<file path="src/rtl/uart_tx_engine.sv">
// UART transmit engine: valid/ready write port into a small holding FIFO, serialised
// LSB-first as start / 5..9 data / optional parity / 1..2 stop bits, paced by baud_tick.
module uart_tx_engine #(
    parameter int DATA_W     = 9,
    parameter int OVERSAMPLE = 16,
    parameter int FIFO_DEPTH = 4
) (
    input  logic                          clk,
    input  logic                          rst_n,
    input  logic                          baud_tick,
    input  logic [3:0]                    cfg_data_bits,
    input  logic [1:0]                    cfg_parity,
    input  logic                          cfg_stop2,
    input  logic [DATA_W-1:0]             tx_data,
    input  logic                          tx_valid,
    output logic                          tx_ready,
    output logic                          tx,
    output logic                          busy,
    output logic                          frame_done,
    output logic [$clog2(FIFO_DEPTH):0]   fifo_level
);

    localparam int PTR_W  = $clog2(FIFO_DEPTH);
    localparam int LVL_W  = PTR_W + 1;
    localparam int TICK_W = $clog2(OVERSAMPLE);
    localparam logic [TICK_W-1:0] TICK_LAST = TICK_W'(OVERSAMPLE - 1);

    localparam logic [2:0] S_IDLE   = 3'd0;
    localparam logic [2:0] S_START  = 3'd1;
    localparam logic [2:0] S_DATA   = 3'd2;
    localparam logic [2:0] S_PARITY = 3'd3;
    localparam logic [2:0] S_STOP   = 3'd4;

    // ---------------------------------------------------------------- FIFO
    logic [DATA_W-1:0] mem_q [FIFO_DEPTH];
    logic [PTR_W-1:0]  wr_ptr_q, rd_ptr_q;
    logic [LVL_W-1:0]  level_q;
    logic              push, pop, fifo_nempty;

    assign tx_ready    = rst_n && (level_q != LVL_W'(FIFO_DEPTH));
    assign push        = tx_valid && tx_ready;
    assign fifo_nempty = (level_q != '0);
    assign fifo_level  = level_q;

    // NOTE: storage is deliberately not reset; level and pointers alone define validity.
    always_ff @(posedge clk) begin
        if (push) begin
            mem_q[wr_ptr_q] <= tx_data;
        end
    end

    always_ff @(posedge clk) begin
        if (!rst_n) begin
            wr_ptr_q <= '0;
            rd_ptr_q <= '0;
            level_q  <= '0;
        end else begin
            if (push) wr_ptr_q <= wr_ptr_q + PTR_W'(1);
            if (pop)  rd_ptr_q <= rd_ptr_q + PTR_W'(1);
            case ({push, pop})
                2'b10:   level_q <= level_q + LVL_W'(1);
                2'b01:   level_q <= level_q - LVL_W'(1);
                default: level_q <= level_q;
            endcase
        end
    end

    // ---------------------------------------------------------------- framer
    logic [2:0]        state_q, state_d;
    logic [TICK_W-1:0] tick_q, tick_d;
    logic [3:0]        bit_q, bit_d;
    logic [DATA_W-1:0] shift_q, shift_d;
    logic              par_q, par_d;
    logic [3:0]        nbits_q, nbits_d;
    logic [1:0]        parity_q, parity_d;
    logic              stop2_q, stop2_d;
    logic              tx_q, tx_d;
    logic              done_q, done_d;
    logic [3:0]        nbits_cfg;
    logic              bit_end, par_en;

    always_comb begin
        nbits_cfg = cfg_data_bits;
        if (cfg_data_bits < 4'd5) begin
            nbits_cfg = 4'd5;
        end else if (cfg_data_bits > 4'(DATA_W)) begin
            nbits_cfg = 4'(DATA_W);
        end
    end

    assign bit_end = baud_tick && (tick_q == TICK_LAST);
    assign par_en  = (parity_q == 2'b01) || (parity_q == 2'b10);

    // NOTE: every signal driven here gets a default first so no path infers a latch.
    always_comb begin
        state_d  = state_q;
        tick_d   = tick_q;
        bit_d    = bit_q;
        shift_d  = shift_q;
        par_d    = par_q;
        nbits_d  = nbits_q;
        parity_d = parity_q;
        stop2_d  = stop2_q;
        done_d   = 1'b0;
        pop      = 1'b0;

        if (baud_tick && (state_q != S_IDLE)) begin
            tick_d = tick_q + TICK_W'(1);
        end

        case (state_q)
            S_START: begin
                if (bit_end) begin
                    state_d = S_DATA;
                    tick_d  = '0;
                    bit_d   = '0;
                end
            end
            S_DATA: begin
                if (bit_end) begin
                    par_d   = par_q ^ shift_q[0];
                    shift_d = shift_q >> 1;
                    tick_d  = '0;
                    if (bit_q == nbits_q - 4'd1) begin
                        bit_d   = '0;
                        state_d = par_en ? S_PARITY : S_STOP;
                    end else begin
                        bit_d = bit_q + 4'd1;
                    end
                end
            end
            S_PARITY: begin
                if (bit_end) begin
                    state_d = S_STOP;
                    tick_d  = '0;
                    bit_d   = '0;
                end
            end
            S_STOP: begin
                if (bit_end) begin
                    tick_d = '0;
                    if (stop2_q && (bit_q == 4'd0)) begin
                        bit_d = 4'd1;
                    end else begin
                        done_d  = 1'b1;
                        state_d = S_IDLE;
                    end
                end
            end
            default: begin
                state_d = S_IDLE;
                tick_d  = '0;
            end
        endcase

        // A frame is loaded from IDLE or straight out of the final stop bit, so
        // back-to-back frames have no idle gap.
        if (fifo_nempty && ((state_q == S_IDLE) || (done_d == 1'b1))) begin
            pop      = 1'b1;
            state_d  = S_START;
            tick_d   = '0;
            bit_d    = '0;
            shift_d  = mem_q[rd_ptr_q];
            par_d    = 1'b0;
            nbits_d  = nbits_cfg;
            parity_d = cfg_parity;
            stop2_d  = cfg_stop2;
        end

        case (state_d)
            S_START:  tx_d = 1'b0;
            S_DATA:   tx_d = shift_d[0];
            S_PARITY: tx_d = par_d ^ (parity_q == 2'b10);
            default:  tx_d = 1'b1;
        endcase
    end

    // NOTE: sequential state uses non-blocking assignments only; the comb block above uses blocking.
    always_ff @(posedge clk) begin
        if (!rst_n) begin
            state_q  <= S_IDLE;
            tick_q   <= '0;
            bit_q    <= '0;
            shift_q  <= '0;
            par_q    <= 1'b0;
            nbits_q  <= 4'd5;
            parity_q <= 2'b00;
            stop2_q  <= 1'b0;
            tx_q     <= 1'b1;
            done_q   <= 1'b0;
        end else begin
            state_q  <= state_d;
            tick_q   <= tick_d;
            bit_q    <= bit_d;
            shift_q  <= shift_d;
            par_q    <= par_d;
            nbits_q  <= nbits_d;
            parity_q <= parity_d;
            stop2_q  <= stop2_d;
            tx_q     <= tx_d;
            done_q   <= done_d;
        end
    end

    assign tx         = tx_q;
    assign busy       = (state_q != S_IDLE);
    assign frame_done = done_q;

endmodule

</file>
<file path="config.mk">
export PLATFORM = sky130hd
export DESIGN_NAME = uart_tx_engine
export DESIGN_NICKNAME = d
export VERILOG_FILES = /design/src/rtl/uart_tx_engine.sv
export SDC_FILE = /design/constraint.sdc
export NUM_CORES = 1
export LEC_CHECK = 0
export CORE_AREA = 2 2 73 110
export CTS_CLUSTER_SIZE = 25
export DETAILED_ROUTE_END_ITERATION = 6
export DIE_AREA = 0 0 75 112
export PLACE_DENSITY = 0.72
export SYNTH_ARGS = -nofsm -noshare
export SYNTH_HDL_FRONTEND = slang
export SYNTH_SLANG_ARGS = --single-unit
</file>
<file path="constraint.sdc">
create_clock -name clk -period 5 [get_ports clk]
set_input_delay 0.75 -clock clk [delete_from_list [all_inputs] [get_ports clk]]
set_output_delay 0.75 -clock clk [all_outputs]
set_load 0.005 [all_outputs]
</file>
==> flow_metrics.env, run 1 <==
export IMPL_status="completed"
export IMPL_dpl_cell_area_um2=3633
export IMPL_vias=2139
export IMPL_yosysWarnings=0
export IMPL_worstMarginPinSlew_ns=0.7186
export IMPL_multiInputGateArea_um2=1316
export IMPL_clkSinkCount=75
export IMPL_synth_cell_area_um2=3296
export IMPL_syn2layout_area_growth_pct=19.70
export IMPL_drc=0
export IMPL_viasPerCell=5.192
export IMPL_diodes=0
export IMPL_rsz0062_at_grt="no"
export IMPL_reg2reg_depth=12
export IMPL_wl_mm=5.885
export IMPL_synth_edf_count=36
export IMPL_timing_rr_start="bit_q[0]"
export IMPL_r2r_end="fifo_level[2]"
export IMPL_overflow=0
export IMPL_crit_type="input port to flop"
export IMPL_regArea_um2=1862
export IMPL_fp_dieW_um=75
export IMPL_wl_per_cell_um=14.28
export IMPL_cp_arrival_ns=3.88
export IMPL_relSlewSlack_pct=52.09
export IMPL_yosysSeqAreaShare_pct=56.49
export IMPL_ant_nets=0
export IMPL_holdBufCountCts=0
export IMPL_cts_resized=0
export IMPL_clock_skew_ns=0.006296
export IMPL_slew_violations=0
export IMPL_ff2ff_setup_slack_ns=1.52
export IMPL_initial_core_util_pct=44.14
export IMPL_clk_pin_slew_worst_paths_ns=0.06
export IMPL_cp_end_kind="flop"
export IMPL_fin_setup_tns_ns=0
export IMPL_netlist_instances=278
export IMPL_antenna_found_initial=0
export IMPL_syn_num_nets=309
export IMPL_synth_seq_cells=75
export IMPL_hold_path_class="flop to flop"
export IMPL_cts_buffers_inserted=9
export IMPL_ir_drop_mv=0.3648
export IMPL_num_fill_cells=661
export IMPL_synth_cell_type_count=47
export IMPL_gp_congestion=0.7400
export IMPL_synth_most_common_cell="dfxtp_1"
export IMPL_first_iter_violations=72
export IMPL_synth_area_leader_cell="edfxtp_1"
export IMPL_insertion_delay_ns=0.33
export IMPL_cts_tree="done"
export IMPL_worst_hold_path_endpoint="stop2_q"
export IMPL_maxCapViolCount=0
export IMPL_rows=39
export IMPL_grt_first_pass_wirelength_mm=10.09
export IMPL_p_per_area_nw_per_um2=509.3
export IMPL_critPathRequiredTime_ns=5.27
export IMPL_cts_root_buf="clkbuf_16"
export IMPL_hp_start="stop2_q"
export IMPL_layout_nets=336
export IMPL_clockBufferDepth=2
export IMPL_synth_area_top_cells="edfxtp_1 33%, dfxtp_1 24%, mux4_2 6.2%"
export IMPL_start_kind="input port"
export IMPL_finalSetupViolations=0
export IMPL_period_minus_slack_ns=3.613
export IMPL_p_leak_nw=1.435
export IMPL_async_reset_ff_share_pct=0
export IMPL_coreArea_um2=7466
export IMPL_cp_max_fo=24
export IMPL_die_area_um2=8400
export IMPL_min_path_cells=2
export IMPL_grt_total_usage_pct=15.75
export IMPL_yosysTopAreaCellShare_pct=32.80
export IMPL_post_cts_repair_setup_buffers=0
export IMPL_synth_area_per_cell_um2=11.85
export IMPL_port_buffers=26
export IMPL_dominantRegCellSynth="dfxtp_1"
export IMPL_io_pins=27
export IMPL_dp_hpwl_mm=4.109
export IMPL_postLayoutCellArea_um2=3945
export IMPL_firstDrtPassIters=4
export IMPL_hold_viol=0
export IMPL_die_h_um=112
export IMPL_final_layout_size_suffix_gt1_share_pct=10.32
export IMPL_yosys_top_cells_count="39 x dfxtp_1, 36 x edfxtp_1, 25 x nor2_1"
export IMPL_grt_max_degree=25
export IMPL_fmaxAchievable_mhz=276.8
export IMPL_ctsHtreeMaxLevel=3
export IMPL_grt_pass1_vias=2224
export IMPL_finalCritPeriodShare_pct=72.26
==> layout make-up <==
| cell class | count | area share (%) |
|---|---|---|
| Clock inverter | 5 | 1.998 |
| Timing Repair Buffer | 27 | 6.787 |
| Sequential cell | 75 | 47.19 |
| Tap cell | 102 | 3.235 |
| Inverter | 16 | 1.522 |
| Clock buffer | 11 | 5.899 |
| Multi-Input combinational cell | 176 | 33.37 |
==> state kept, by name, summed over array words and instances (netlist names), named ones only <==
signal	flops
bit_q	4
fifo_level	3
frame_done	1
mem_q	36
nbits_q	4
par_q	1
parity_q	2
rd_ptr_q	2
shift_q	9
state_q	3
stop2_q	1
tick_q	4
tx	1
wr_ptr_q	2
==> cells by family (layout without fill, tap and decap cells) <==
group           Yosys count  count (layout)  share of synthesized area [%]
compound gates           50              50                          9.377
xor+xnor                 13              13                          3.910
fa+ha+maj                11              11                          4.404
buf+inv                  27              59                          3.568
flops                    75              75                          56.49
mux                      18              18                          9.188
simple gates             84              84                          13.06
==> routing by layer <==
layer,wire [µm],up-vias,global-route usage (%)
li1,-,1061,-
met1,2363,1039,18.31
met2,3223,31,26.90
met3,198,8,4.072
met4,99,0,6.190
met5,0,-,0
==> critical path, cell delays in order <==
cell             delay (ns)
clkdlybuf4s50_1        0.57
and4_2                 0.29
nand2b_1               0.09
a21o_1                 0.44
inv_1                  0.42
ha_1                   0.26
inv_1                  0.06
fa_1                   0.37
xor2_1                 0.16
or3_1                  0.31
a21oi_1                0.14
==> through the flow <==
stage	utilization [%]	hold WS [ns]	total power (W)	setup slack [ns]	instances
2_1_floorplan	-	0.4312	0.001204	2.077	278
3_5_place_dp	48.67	0.4499	0.001348	1.044	396
4_1_cts	52.84	0.4576	0.002025	1.383	412
5_1_grt	52.84	0.4728	0.002120	1.126	412
6_report	52.84	0.4586	0.002009	1.387	412
3_3_place_gp	48.67	0.4440	0.001337	1.140	396
==> how the worst max path moves through the flow <==
stage | from | endpoint | slack [ns] | cells after the start
floorplan | baud_tick | fifo_level[2] | 2.08 | 11
global placement | baud_tick | fifo_level[2] | 1.14 | 11
detailed placement | baud_tick | fifo_level[2] | 1.04 | 11
CTS | baud_tick | fifo_level[2] | 1.38 | 11
global route | baud_tick | fifo_level[2] | 1.13 | 11
finish | baud_tick | fifo_level[2] | 1.39 | 11
==> power by group <==
group	switching (W)	total [W]	leakage (nW)	internal [W]
sequential	0.0000714	0.000803	0.645	0.000732
combinational	0.000278	0.000531	0.636	0.000254
clock	0.000239	0.000675	0.153	0.000436
total	0.000588	0.00201	1.44	0.00142
==> cells in the final DEF (no fill, tap or decap), types with 4 or more instances in the layout <==
cell type / Yosys / routed
mux4_2: 9 / 9
nor2_1: 25 / 25
o21ai_0: 14 / 14
a21oi_1: 15 / 15
ha_1: 10 / 10
dfxtp_1: 39 / 39
a211oi_1: 7 / 7
xor2_1: 7 / 7
nand2_1: 23 / 23
and3_1: 4 / 4
inv_1: 15 / 15
nor3_1: 5 / 5
xnor2_1: 5 / 5
edfxtp_1: 36 / 36
clkdlybuf4s50_1: 0 / 26
or3_1: 4 / 4
nand3_1: 6 / 6
mux2i_1: 7 / 7
clkbuf_16: 0 / 9
No activity file was read; power rests on OpenSTA's default activity.
==> inputs of run 2 (changes only) <==
PLACE_DENSITY = 0.75   (was 0.72)
clock period = 3 ns   (was 5 ns; I/O delays follow)
==> run 2 against run 1 <==
Net effect:
- critical path depth up 2
- core utilization up 1.1 points
- register-to-register slack worse by 1.3 ns
- combinational power up 87%
- routed wire length up 3.1%
- global-route usage up 0.61 points
- sequential power up 63%
- highest routed layer unchanged
- setup slack worse by 1.1 ns
- power up 69%
- non-clock buffer count up 11
- first-iteration DRC count up 120%
==> flow_metrics.env, run 2 (synthesized netlist as in run 1, its figures left out) <==
export IMPL_fp_dieW_um=75
export IMPL_fin_cells=423
export IMPL_layout_nets=347
export IMPL_die_h_um=112
export IMPL_diodes=0
export IMPL_wl_mm=6.070
export IMPL_grt_total_usage_pct=16.36
export IMPL_final_layout_size_suffix_gt1_share_pct=13.08
export IMPL_insertion_delay_ns=0.32
export IMPL_sequentialPowerShare_pct=38.6
export IMPL_cts_tree="done"
export IMPL_rows=39
export IMPL_p_per_area_nw_per_um2=846.0
export IMPL_ctsHtreeMaxLevel=3
export IMPL_status="completed"
export IMPL_mostFrequentLayoutCells="39 x dfxtp_1, 36 x edfxtp_1, 26 x clkdlybuf4s50_1, 25 x nor2_1, 23 x nand2_1"
export IMPL_cp_arrival_ns=2.99
export IMPL_cp_end_kind="flop"
export IMPL_p_leak_nw=1.483
export IMPL_holdBufCountCts=0
export IMPL_viasPerCell=5.234
export IMPL_dpl_cell_area_um2=3716
export IMPL_power_w=0.003405
export IMPL_largest_reg_flops=36
export IMPL_clk_pin_slew_worst_paths_ns=0.06
export IMPL_syn2layout_area_growth_pct=22.13
export IMPL_grt_first_pass_wirelength_mm=10.44
export IMPL_initial_core_util_pct=44.14
export IMPL_top_regs="mem_q: 36 flops, shift_q: 9 flops"
export IMPL_fmaxAchievable_mhz=364.9
export IMPL_regMostFlops="mem_q"
export IMPL_p_sw_w=0.0009886
export IMPL_port_buffers=26
export IMPL_hold_viol=0
export IMPL_cts_resized=0
export IMPL_clockBufferDepth=2
export IMPL_layout_commonest_cell="dfxtp_1"
export IMPL_period_minus_slack_ns=2.741
export IMPL_finalCritPeriodShare_pct=91.35
export IMPL_slew_violations=0
export IMPL_clkPwrFrac_pct=32.3
export IMPL_overflow=0
export IMPL_gp_congestion=0.8026
export IMPL_finalSetupViolations=0
export IMPL_wl_per_cell_um=14.35
export IMPL_start_kind="flop"
export IMPL_intPower_w=0.002417
export IMPL_coreArea_um2=7466
export IMPL_hold_ws_ns=0.4560
export IMPL_firstDrtPassIters=4
export IMPL_cts_buffers_inserted=9
export IMPL_num_fill_cells=631
export IMPL_grt_pass1_vias=2302
export IMPL_hold_path_class="flop to flop"
export IMPL_critPathRequiredTime_ns=3.25
export IMPL_io_pins=27
export IMPL_die_area_um2=8400
export IMPL_ir_drop_mv=0.6191
export IMPL_vias=2214
export IMPL_p_comb_share_pct=29.1
export IMPL_swShare_pct=29.03
export IMPL_antenna_found_initial=0
export IMPL_dp_hpwl_mm=4.425
export IMPL_rsz0062_at_grt="no"
export IMPL_fin_setup_tns_ns=0
export IMPL_cts_root_buf="clkbuf_16"
export IMPL_drc=0
export IMPL_ant_nets=0
export IMPL_worstMarginPinSlew_ns=0.6131
export IMPL_cp_max_fo=7
export IMPL_post_cts_repair_setup_buffers=0
export IMPL_grt_max_degree=25
export IMPL_crit_type="flop to flop"
export IMPL_first_iter_violations=155
export IMPL_clock_skew_ns=0.004824
export IMPL_relSlewSlack_pct=58.61
export IMPL_maxCapViolCount=0
export IMPL_postLayoutCellArea_um2=4025
export IMPL_place_inst=407
export IMPL_clkSinkCount=75
==> run 2: power groups by stage <==
stage	registers (W)	logic, W	clock network (W)
after global placement	0.00133	0.000963	0
after floorplan	0.00130	0.000709	0
after detailed placement	0.00134	0.000988	0
after global routing	0.00133	0.00111	0.00116
after CTS	0.00132	0.000999	0.00112
final	0.00131	0.000992	0.00110
==> run 2: per-layer routing <==
layer | GRT usage [%] | wire length (µm) | vias to the layer above | part of all wire, %
met4 | 7.738 | 140 | 0 | 2.3
met2 | 27.66 | 3445 | 60 | 57
met1 | 18.38 | 2283 | 1053 | 38
met3 | 4.615 | 200 | 10 | 3.3
li1 | - | - | 1091 | -
met5 | 0 | 0 | - | 0
==> run 2: path summary, 6_finish.rpt <==
path	start	to	slack, ns	cells after the start
min	stop2_q	stop2_q	0.46	2
max reg2reg	bit_q[0]	fifo_level[2]	0.26	13
min reg2reg	stop2_q	stop2_q	0.46	2
max	bit_q[0]	fifo_level[2]	0.26	13
==> run 2: stage by stage <==
step / utilization, % / setup slack, ns
after floorplan: - / 0.1996
after global placement: 49.77 / 0.01890
after detailed placement: 49.77 / -0.01619
after CTS: 53.91 / 0.2638
after global routing: 53.91 / 0.1018
final: 53.91 / 0.2594
==> run 2: layout make-up <==
cell class / instances / area, µm² / share of cell area, %
flip-flops and latches: 75 / 1862 / 46.25
multi-input cells: 176 / 1316 / 32.70
repair buffers: 38 / 350.3 / 8.704
clock buffers: 10 / 229.0 / 5.689
well taps: 102 / 127.6 / 3.171
clock inverters: 6 / 80.08 / 1.989
inverters: 16 / 60.06 / 1.492
==> run 2: worst max-delay path, cell delays in order, from the launching register on <==
cell,delay (ns)
dfxtp_1,0.46
inv_1,0.08
ha_1,0.19
nor4bb_1,0.14
buf_4,0.15
nand2b_1,0.16
a21o_1,0.20
inv_1,0.07
ha_1,0.18
inv_1,0.06
fa_1,0.37
xor2_1,0.16
or3_1,0.30
a21oi_1,0.15
==> RTL change (config.mk and constraints of run 1) <==
Change the parameter `DATA_W` from 9 to 10.
--- a/src/rtl/uart_tx_engine.sv
+++ b/src/rtl/uart_tx_engine.sv
@@ -3,3 +3,3 @@
 module uart_tx_engine #(
-    parameter int DATA_W     = 9,
+    parameter int DATA_W     = 10,
     parameter int OVERSAMPLE = 16,
Interface: changed (resized tx_data); port bits go from 27 to 28. No check against the original RTL was run, so the function may have changed too.
==> RTL change against run 1 <==
  * Routed wire length rose by 9.7%
  * Highest routed layer unchanged
  * Area after synthesis rose by 5.7%
  * Total power barely moved
  * Largest cell class unchanged
  * Design area rose by 3.7%
  * Die area did not move
  * Sequential cell count rose by 5
  * Count of clock-buffer cells in the layout fell by 2
  * Setup slack improved by 33 ps
==> RTL change: results (changes against run 1) <==
[layout]
reg.largest.list=mem_q (40), shift_q (10)
layout.nets=351  ; +4.5%
fillers=615  ; -7.0%
drive_gt1_frac=0.0960  ; -0.00725

[synthesis]
synth_flop_cell=edfxtp_1
synth_area_leaders=edfxtp_1 (34%), dfxtp_1 (23%), mux4_2 (6.5%)
synth_compound_area_frac=0.0984  ; +0.00465
yosysSeqAreaShare=0.575  ; +0.00979
synth-edff-count=40  ; +11%
synth_fa_ha_area_frac=0.0417  ; -0.00237
yosysUniqueCellTypes=48  ; +2.1%
synth_nets=326  ; +5.5%

[hold_path]
hold_path_depth=2  ; unchanged
holdPathEnd=parity_q[0]
min_from=parity_q[0]

[detailed_routing]
drt-initial-drc-count=83  ; +15%
drt-vias-per-instance=5.44  ; +4.8%
wirelength_um=6460  ; +9.7%

[setup_path]
slowest_delay_ps=540  ; -30 ps
reg2reg_slack_ps=1680  ; +160 ps
cp.arrival_ps=3850  ; -30 ps
crit_fanout=26  ; +8.3%

[sta]
hold_slack_ps=454  ; -4.81 ps
max_clock_freq_mhz=279  ; +0.94%
skew_ps=5.00  ; -1.29 ps
worst_pin_slew_ps=779  ; +60.0 ps

[outcome]
status=finished clean

[global_route]
grt_usage=0.169  ; +0.0118
antenna_found_initial=0  ; unchanged
grt_pass1_wl_um=10700  ; +5.9%
first_global_vias=2322  ; +4.4%
grt_start_max_net_pins=27  ; +8.0%

[pwr]
total_power_mw=2.01  ; about the same
irDropWorstVdd_mv=0.298  ; -18%
p_comb_mw=0.570  ; +7.3%
p_leak_nw=1.48  ; +3.1%
p_int_mw=1.37  ; -3.3%

[placement]
place_congestion=0.947  ; +28%
hpwl_um=4540  ; +10%
dpl_cell_area_mm2=0.00383  ; +5.3%

RTL change: changes by cell type in the layout (fill, tap and decap cells not counted), moves of 3 or more:
cell and delta:
nor2_1 +5, edfxtp_1 +4, clkinvlp_4 +3, nand3_1 +3, o21ai_0 -3
RTL change: area by class of cell:
type | count | share of cell area
Multi-Input combinational cell | 185 | 0.334
Sequential cell | 80 | 0.489
Clock inverter | 6 | 0.00918
Inverter | 16 | 0.0147
Clock buffer | 9 | 0.0551
Tap cell | 102 | 0.0312
Timing Repair Buffer | 27 | 0.0661
RTL change: metal layers:
layer,part of all wire,track usage,up-vias
met5,0,0,-
met1,0.40,0.190,1107
met2,0.53,0.284,65
li1,-,-,1121
met4,0.038,0.0964,0
met3,0.040,0.0389,20
RTL change: per-stage QoR:
| stage | util | std cells |
|---|---|---|
| final | 0.548 | 425 |
| after floorplan | - | 294 |
| after global routing | 0.548 | 425 |
| after global placement | 0.513 | 410 |
| after detailed placement | 0.513 | 410 |
| after CTS | 0.548 | 425 |
